**src/rtl/date_set_ctrl.sv**
```systemverilog
// date_set_ctrl: set-mode date editor sitting between the debounced buttons
// and the date counter. Loads the running date on entry, edits it with
// up/down/next buttons (calendar-valid, leap-aware), pulses commit on exit.
// Optional feature: define AUTOREPEAT_EN for held-button auto-repeat.
module date_set_ctrl #(
  parameter int         YEAR_DIGITS   = 2,
  parameter logic [1:0] SET_CODE      = 2'b11,
  parameter int         REPEAT_DELAY  = 50,
  parameter int         REPEAT_PERIOD = 10
) (
  input  logic                        clk,
  input  logic                        rst,
  input  logic                        button1,
  input  logic                        button2,
  input  logic                        button3,
  input  logic [1:0]                  set_mode,
  input  logic [16+4*YEAR_DIGITS-1:0] cur_date,
  input  logic [2:0]                  cur_weekday,
  output logic [3:0]                  day1,
  output logic [3:0]                  day2,
  output logic [3:0]                  month1,
  output logic [3:0]                  month2,
  output logic [4*YEAR_DIGITS-1:0]    year_bcd,
  output logic [2:0]                  day,
  output logic [1:0]                  field,
  output logic                        editing,
  output logic                        commit
);

  localparam int YW = 4 * YEAR_DIGITS;
  localparam int DW = 16 + YW;

  typedef enum logic {S_IDLE, S_EDIT} state_t;

  function automatic logic [7:0] bcd2bin(input logic [3:0] t, input logic [3:0] u);
    return ({4'd0, t} * 8'd10) + {4'd0, u};
  endfunction

  function automatic logic [7:0] bin2bcd(input logic [4:0] v);
    logic [3:0] t;
    logic [4:0] r;
    if (v >= 5'd30)      begin t = 4'd3; r = v - 5'd30; end
    else if (v >= 5'd20) begin t = 4'd2; r = v - 5'd20; end
    else if (v >= 5'd10) begin t = 4'd1; r = v - 5'd10; end
    else                 begin t = 4'd0; r = v;         end
    return {t, r[3:0]};
  endfunction

  // Century years (low pair 00) are leap only when the high pair is a multiple of 4.
  function automatic logic is_leap(input logic [YW-1:0] y);
    logic [15:0] yy;
    logic [7:0]  lo;
    logic [7:0]  hi;
    yy = 16'(y);
    lo = bcd2bin(yy[7:4], yy[3:0]);
    hi = bcd2bin(yy[15:12], yy[11:8]);
    if (YEAR_DIGITS == 4)
      return (lo[1:0] == 2'd0) && ((lo != 8'd0) || (hi[1:0] == 2'd0));
    return lo[1:0] == 2'd0;
  endfunction

  function automatic logic [4:0] month_len(input logic [3:0] m, input logic leap);
    case (m)
      4'd2:                     return leap ? 5'd29 : 5'd28;
      4'd4, 4'd6, 4'd9, 4'd11:  return 5'd30;
      default:                  return 5'd31;
    endcase
  endfunction

  function automatic logic [4:0] clamp_day(input logic [4:0] d, input logic [4:0] len);
    return (d > len) ? len : d;
  endfunction

  function automatic logic [YW-1:0] year_step(input logic [YW-1:0] y, input logic up);
    logic [YW-1:0] r;
    logic          c;
    logic [3:0]    d;
    r = y;
    c = 1'b1;
    for (int i = 0; i < YEAR_DIGITS; i++) begin
      d = r[4*i +: 4];
      if (c) begin
        if (up) begin
          if (d >= 4'd9) d = 4'd0;
          else begin d = d + 4'd1; c = 1'b0; end
        end else begin
          if (d == 4'd0) d = 4'd9;
          else begin d = d - 4'd1; c = 1'b0; end
        end
      end
      r[4*i +: 4] = d;
    end
    return r;
  endfunction

  function automatic logic [YW-1:0] sat_year(input logic [YW-1:0] y);
    logic [YW-1:0] r;
    r = y;
    for (int i = 0; i < YEAR_DIGITS; i++)
      if (r[4*i +: 4] > 4'd9) r[4*i +: 4] = 4'd9;
    return r;
  endfunction

  state_t          r_state, w_state_nxt;
  logic            r_b1_q, r_b2_q, r_b3_q, r_commit;
  logic [1:0]      r_mode_q;
  logic [4:0]      r_day, w_day_nxt;
  logic [3:0]      r_mon, w_mon_nxt, w_mon_step;
  logic [YW-1:0]   r_year, w_year_nxt, w_year_step;
  logic [2:0]      r_wday, w_wday_nxt;
  logic [1:0]      r_field, w_field_nxt;
  logic            w_entry, w_exit, w_act;
  logic            w_e1, w_e2, w_e3, w_fld, w_up, w_dn, w_fire_up, w_fire_dn;
  logic            w_leap;
  logic [4:0]      w_len;
  logic [7:0]      w_in_day_b, w_in_mon_b;
  logic [3:0]      w_in_mon;
  logic [YW-1:0]   w_in_year;
  logic [4:0]      w_in_len, w_in_day;
  logic [2:0]      w_in_wday;

  assign w_e1 = button1 & ~r_b1_q;
  assign w_e2 = button2 & ~r_b2_q;
  assign w_e3 = button3 & ~r_b3_q;

  // Entry-time sanitisation of the running date so the edit starts calendar-valid.
  assign w_in_day_b = bcd2bin(cur_date[DW-1 -: 4], cur_date[DW-5 -: 4]);
  assign w_in_mon_b = bcd2bin(cur_date[YW+4 +: 4], cur_date[YW +: 4]);
  assign w_in_year  = sat_year(cur_date[YW-1:0]);
  assign w_in_mon   = ((w_in_mon_b == 8'd0) || (w_in_mon_b > 8'd12)) ? 4'd1 : w_in_mon_b[3:0];
  assign w_in_len   = month_len(w_in_mon, is_leap(w_in_year));
  assign w_in_day   = (w_in_day_b == 8'd0) ? 5'd1 :
                      ((w_in_day_b > {3'd0, w_in_len}) ? w_in_len : w_in_day_b[4:0]);
  assign w_in_wday  = (cur_weekday == 3'd7) ? 3'd0 : cur_weekday;

  assign w_leap = is_leap(r_year);
  assign w_len  = month_len(r_mon, w_leap);

`ifdef AUTOREPEAT_EN
  localparam int CW = 16;
  logic          r_rep_act, r_rep_up, r_rep_phase;
  logic [CW-1:0] r_rep_cnt;
  logic          w_held, w_fire;

  assign w_held    = r_rep_up ? button1 : button2;
  assign w_fire    = r_rep_act & w_held &
                     (r_rep_cnt == (r_rep_phase ? CW'(REPEAT_PERIOD) : CW'(REPEAT_DELAY)));
  assign w_fire_up = w_fire & r_rep_up;
  assign w_fire_dn = w_fire & ~r_rep_up;

  // Repeat timer: counts cycles since the last step of the held up/down button.
  always_ff @(posedge clk) begin
    if (rst || !w_act || w_e3) begin
      r_rep_act   <= 1'b0;
      r_rep_phase <= 1'b0;
      r_rep_cnt   <= '0;
    end else if (w_e1 || w_e2) begin
      r_rep_act   <= 1'b1;
      r_rep_up    <= w_e1;
      r_rep_phase <= 1'b0;
      r_rep_cnt   <= CW'(1);
    end else if (r_rep_act) begin
      if (!w_held) begin
        r_rep_act <= 1'b0;
      end else if (w_fire) begin
        r_rep_cnt   <= CW'(1);
        r_rep_phase <= 1'b1;
      end else begin
        r_rep_cnt <= r_rep_cnt + CW'(1);
      end
    end
  end
`else
  logic w_unused_rep;
  assign w_unused_rep = (REPEAT_DELAY > 0) ^ (REPEAT_PERIOD > 0);
  assign w_fire_up    = 1'b0;
  assign w_fire_dn    = 1'b0;
`endif

  // Single action per cycle: next-field beats up, up beats down.
  assign w_fld = w_act & w_e3;
  assign w_up  = w_act & ~w_e3 & (w_e1 | (~w_e2 & w_fire_up));
  assign w_dn  = w_act & ~w_e3 & ~w_e1 & (w_e2 | w_fire_dn);

  // FSM state register plus control history (buttons, mode, commit pulse).
  always_ff @(posedge clk) begin
    if (rst) begin
      r_state  <= S_IDLE;
      r_commit <= 1'b0;
      r_b1_q   <= 1'b0;
      r_b2_q   <= 1'b0;
      r_b3_q   <= 1'b0;
      r_mode_q <= 2'b00;
    end else begin
      r_state  <= w_state_nxt;
      r_commit <= w_exit;
      r_b1_q   <= button1;
      r_b2_q   <= button2;
      r_b3_q   <= button3;
      r_mode_q <= set_mode;
    end
  end

  // FSM next state: enter on the rising match of set_mode, leave when it drops.
  always_comb begin
    w_state_nxt = r_state;
    w_entry     = 1'b0;
    w_exit      = 1'b0;
    w_act       = 1'b0;
    case (r_state)
      S_IDLE: begin
        if ((set_mode == SET_CODE) && (r_mode_q != SET_CODE)) begin
          w_state_nxt = S_EDIT;
          w_entry     = 1'b1;
        end
      end
      default: begin
        if (set_mode != SET_CODE) begin
          w_state_nxt = S_IDLE;
          w_exit      = 1'b1;
        end else begin
          w_act = 1'b1;
        end
      end
    endcase
  end

  // Working-date next values: load on entry, otherwise apply the one action.
  always_comb begin
    w_day_nxt   = r_day;
    w_mon_nxt   = r_mon;
    w_year_nxt  = r_year;
    w_wday_nxt  = r_wday;
    w_field_nxt = r_field;
    w_mon_step  = r_mon;
    w_year_step = r_year;
    if (w_entry) begin
      w_day_nxt   = w_in_day;
      w_mon_nxt   = w_in_mon;
      w_year_nxt  = w_in_year;
      w_wday_nxt  = w_in_wday;
      w_field_nxt = 2'd0;
    end else if (w_fld) begin
      w_field_nxt = r_field + 2'd1;
    end else if (w_up || w_dn) begin
      case (r_field)
        2'd0: begin
          if (w_up) w_day_nxt = (r_day >= w_len) ? 5'd1 : r_day + 5'd1;
          else      w_day_nxt = (r_day <= 5'd1) ? w_len : r_day - 5'd1;
        end
        2'd1: begin
          if (w_up) w_mon_step = (r_mon >= 4'd12) ? 4'd1 : r_mon + 4'd1;
          else      w_mon_step = (r_mon <= 4'd1) ? 4'd12 : r_mon - 4'd1;
          w_mon_nxt = w_mon_step;
          w_day_nxt = clamp_day(r_day, month_len(w_mon_step, w_leap));
        end
        2'd2: begin
          w_year_step = year_step(r_year, w_up);
          w_year_nxt  = w_year_step;
          w_day_nxt   = clamp_day(r_day, month_len(r_mon, is_leap(w_year_step)));
        end
        default: begin
          if (w_up) w_wday_nxt = (r_wday >= 3'd6) ? 3'd0 : r_wday + 3'd1;
          else      w_wday_nxt = (r_wday == 3'd0) ? 3'd6 : r_wday - 3'd1;
        end
      endcase
    end
  end

  // Working-date registers; reset aborts any edit back to 01/01/0..0.
  always_ff @(posedge clk) begin
    if (rst) begin
      r_day   <= 5'd1;
      r_mon   <= 4'd1;
      r_year  <= '0;
      r_wday  <= 3'd0;
      r_field <= 2'd0;
    end else begin
      r_day   <= w_day_nxt;
      r_mon   <= w_mon_nxt;
      r_year  <= w_year_nxt;
      r_wday  <= w_wday_nxt;
      r_field <= w_field_nxt;
    end
  end

  assign {day1, day2}     = bin2bcd(r_day);
  assign {month1, month2} = bin2bcd({1'b0, r_mon});
  assign year_bcd         = r_year;
  assign day              = r_wday;
  assign field            = r_field;
  assign editing          = (r_state == S_EDIT);
  assign commit           = r_commit;

endmodule

```
**config.mk**
```make
export PLATFORM = sky130hd
export DESIGN_NAME = date_set_ctrl
export DESIGN_NICKNAME = d
export VERILOG_FILES = /design/src/rtl/date_set_ctrl.sv
export SDC_FILE = /design/constraint.sdc
export NUM_CORES = 1
export LEC_CHECK = 0
export CAP_MARGIN = 20
export CORE_ASPECT_RATIO = 1.2
export CORE_UTILIZATION = 40
export CTS_CLUSTER_DIAMETER = 30
export DETAILED_ROUTE_END_ITERATION = 8
export PLACE_DENSITY_LB_ADDON = 0.3
export RECOVER_POWER = 100
export SYNTH_ARGS = -nofsm -noshare
export SYNTH_HDL_FRONTEND = slang
export SYNTH_SLANG_ARGS = --single-unit
export TNS_END_PERCENT = 30
```
**constraint.sdc**
```tcl
create_clock -name clk -period 4.5 [get_ports clk]
set_input_delay 0.675 -clock clk [delete_from_list [all_inputs] [get_ports clk]]
set_output_delay 0.675 -clock clk [all_outputs]
set_load 0.03 [all_outputs]
```
==> flow_metrics.py <==
metrics = {
    "run_status": {
        "status": "finished, violations left",
        "failed_checks": "max-capacitance violations, max-slew violations",
    },
    "critical_path": {
        "cp.required_ns": 4.68,
        "endpoint_kind": "flop",
        "crit_type": "input port to flop",
        "crit_arrival_ns": 4.43,
        "path_max_fanout": 2,
        "cp-start-kind": "input port",
    },
    "global_routing": {
        "busiest_layer": "met2",
        "grt_pass1_wl_um": 16080,
        "grt_util_met3_pct": 3.002,
        "grt_use_met2_pct": 37.46,
        "grt_pass1_vias": 3589,
        "grtUsageMet1_pct": 25.45,
        "grt_max_degree": 24,
        "antenna_found_initial": 0,
        "overflow": 0,
        "grtUsageTotal_pct": 20.91,
    },
    "timing": {
        "fin_crit_sh_pct": 94.41,
        "tns_ns": 0,
        "finalHoldViolCount": 0,
        "tightest_slew_ns": 1.939,
        "fmax_mhz": 235.4,
        "fin_ws_ns": 0.2518,
        "final_max_slew_viol_count": 16,
        "slew_headroom_pct": -29.53,
        "rsz0062_at_grt": "no",
        "skew_ns": 0.006373,
        "finalSetupViolations": 0,
        "period_needed_ns": 4.248,
    },
    "route": {
        "ant_nets": 0,
        "drt-initial-drc-count": 288,
        "via_per_inst": 5.696,
        "vias": 3748,
        "wirelength_um": 9611,
        "drc_errors": 0,
        "dr.pass1.iters": 7,
        "wire_per_inst_um": 14.61,
    },
    "cts": {
        "postCtsHoldBufs": 0,
        "cts_root_buf": "clkbuf_8",
        "cts_tree": "yes",
        "cts.clk_slew.worst_paths_ns": 0.06,
        "cts_sinks": 29,
        "cts_buffers": 5,
        "post_cts_buffers": 0,
        "insertion_delay_ns": 0.29,
        "cts_buffer_depth": 2,
        "cts_max_level": 2,
    },
    "placement": {
        "dp_cells": 650,
        "port_buffers": 59,
        "pre_cts_ws_ns": -0.4836,
        "place_hpwl_um": 7355,
        "routabilityCongestion": 0.9054,
    },
    "floorplan": {
        "coreArea_um2": 8703,
        "rows": 37,
        "io_pins": 65,
        "start_util_pct": 41.98,
        "die_h_um": 106.7,
        "die_x_um": 89.25,
        "die_area_um2": 9522,
    },
    "synthesis": {
        "synth_area_um2": 3654,
        "synth_seq_area_share_pct": 15.89,
        "ys_top_cells_by_count": "55 x ha_1, 42 x nor2_1, 36 x inv_1, 32 x o21ai_0, 31 x nand2_1",
        "syn_inst": 481,
        "ys_seq_elements": 29,
        "synth_area_leaders": "ha_1 19%, dfxtp_1 16%, o21ai_0 4.4%, nor2_1 4.3%, a21oi_1 4.0%",
        "yosysTopAreaCell": "ha_1",
        "synth_enable_flop_cells": 0,
        "avgSynthCellArea_um2": 7.596,
        "synth_cell_types": 66,
        "dominantRegCellSynth": "dfxtp_1",
        "synth_warnings": 0,
        "synth_most_common_cell": "ha_1",
        "synth_top_cell_area_share_pct": 18.84,
        "synthArstFlopShare_pct": 0,
    },
    "power_and_ir_drop": {
        "total_power_w": 0.0009576,
        "p_per_area_nw_per_um2": 210.4,
        "irDropWorstVdd_mv": 0.08655,
        "p_leak_nw": 1.968,
    },
    "final_layout": {
        "multi_input_area_um2": 2885,
        "diodes": 0,
        "synthToLayoutAreaGrowth_pct": 24.55,
        "nFillCells": 874,
        "layoutNonFillerInstCount": 658,
        "regArea_um2": 580.6,
        "nNetsFinal": 633,
        "final_util_pct": 52.29,
        "drive_gt1_share_pct": 7.394,
    },
    "job": {
        "max_cap_viol_count": 1,
    },
    "min_path": {
        "hold_path_class": "flop to flop",
    },
}
-- report_power, final --
part,internal (W),switching (W)
sequential,0.000270,0.0000268
combinational,0.000184,0.000227
clock,0.000138,0.000111
total,0.000593,0.000365
-- cells in the final DEF, fill, tap and decap left out, types with 4 or more instances in the layout --
cell type / n
o211ai_1: 5
nor2_1: 42
nand2_1: 31
a21oi_1: 28
dlymetal6s2s_1: 4
o22ai_1: 6
a211oi_1: 8
conb_1: 5
inv_1: 36
and3_1: 4
and2_1: 7
o31ai_1: 8
a31oi_1: 11
nor2b_1: 14
mux2i_1: 5
nand2b_1: 10
o21ai_0: 31
clkbuf_8: 7
or3_1: 7
buf_4: 13
nor3_1: 9
xor2_1: 6
xnor2_1: 6
ha_1: 53
dlygate4sd3_1: 28
clkdlybuf4s50_1: 27
nand3_1: 17
dfxtp_1: 29
a221oi_1: 6
-- layout make-up --
class / count / share of cell area [%]
multi-input cells: 395 / 63.40
repair buffers: 73 / 15.42
flip-flops and latches: 29 / 12.76
well taps: 117 / 3.217
inverters: 36 / 2.969
clock buffers: 7 / 2.117
clock inverters: 1 / 0.1100
-- stage by stage --
stage	instance area, um^2	hold slack, ns
2_1_floorplan	3669	0.5090
3_3_place_gp	4393	0.5250
3_5_place_dp	4393	0.5427
4_1_cts	4533	0.5492
5_1_grt	4551	0.5991
6_report	4551	0.5468
-- registers in the layout, indices dropped and copies added, names as in the netlist, 2 cells and up --
signal    cells
year_bcd      8
field         2
day           3
r_mon         4
r_mode_q      2
r_day         5
-- per-layer routing --
metal | share of wire (%) | up-vias
met5 | 0 | -
met4 | 1.7 | 0
met2 | 50 | 111
met3 | 5.0 | 16
li1 | - | 1870
met1 | 43 | 1751
-- critical path, cell delays in order --
cell and delay [ns]:
clkdlybuf4s50_1 0.42, ha_1 0.24, fa_1 0.41, a21o_1 0.19, a221oi_1 0.26, a41oi_1 0.12
a2111oi_4 0.37, nor3b_2 0.25, ha_1 0.26, a21oi_1 0.14, a2111oi_0 0.07, a211o_1 0.30
a21oi_2 0.16, mux2i_1 0.20, a211oi_1 0.08, a221o_1 0.29
-- timing repair --
action	in CTS	in global routing
setup endpoints to repair	4	4
endpoints found under the hold margin	0	0
pin swaps	2	14
resized for setup	6	11
-- kinds of logic after synthesis --
group / synth area share [%]
buffers and inverters: 7.055
flip-flops: 15.89
other: 0.1026
multiplexers: 1.986
XOR/XNOR: 3.116
adder cells (fa/ha/maj): 21.03
AND/OR/NAND/NOR: 23.49
AO/OA/AOI/OAI: 27.33
-- final timing paths --
kind	from	endpoint	slack (ns)	depth (start not counted)
worst max-delay path	cur_date[9]	r_day[0]$_SDFFE_PP1P_	0.25	16
worst min-delay path	r_mode_q[1]$_SDFF_PP0_	editing$_SDFF_PP0_	0.55	3
worst max register to register	r_mon[0]$_SDFFE_PP1P_	r_day[4]$_SDFFE_PP0P_	0.65	17
worst min register to register	r_mode_q[1]$_SDFF_PP0_	editing$_SDFF_PP0_	0.55	3
No activity file was read; power rests on OpenSTA's default activity.
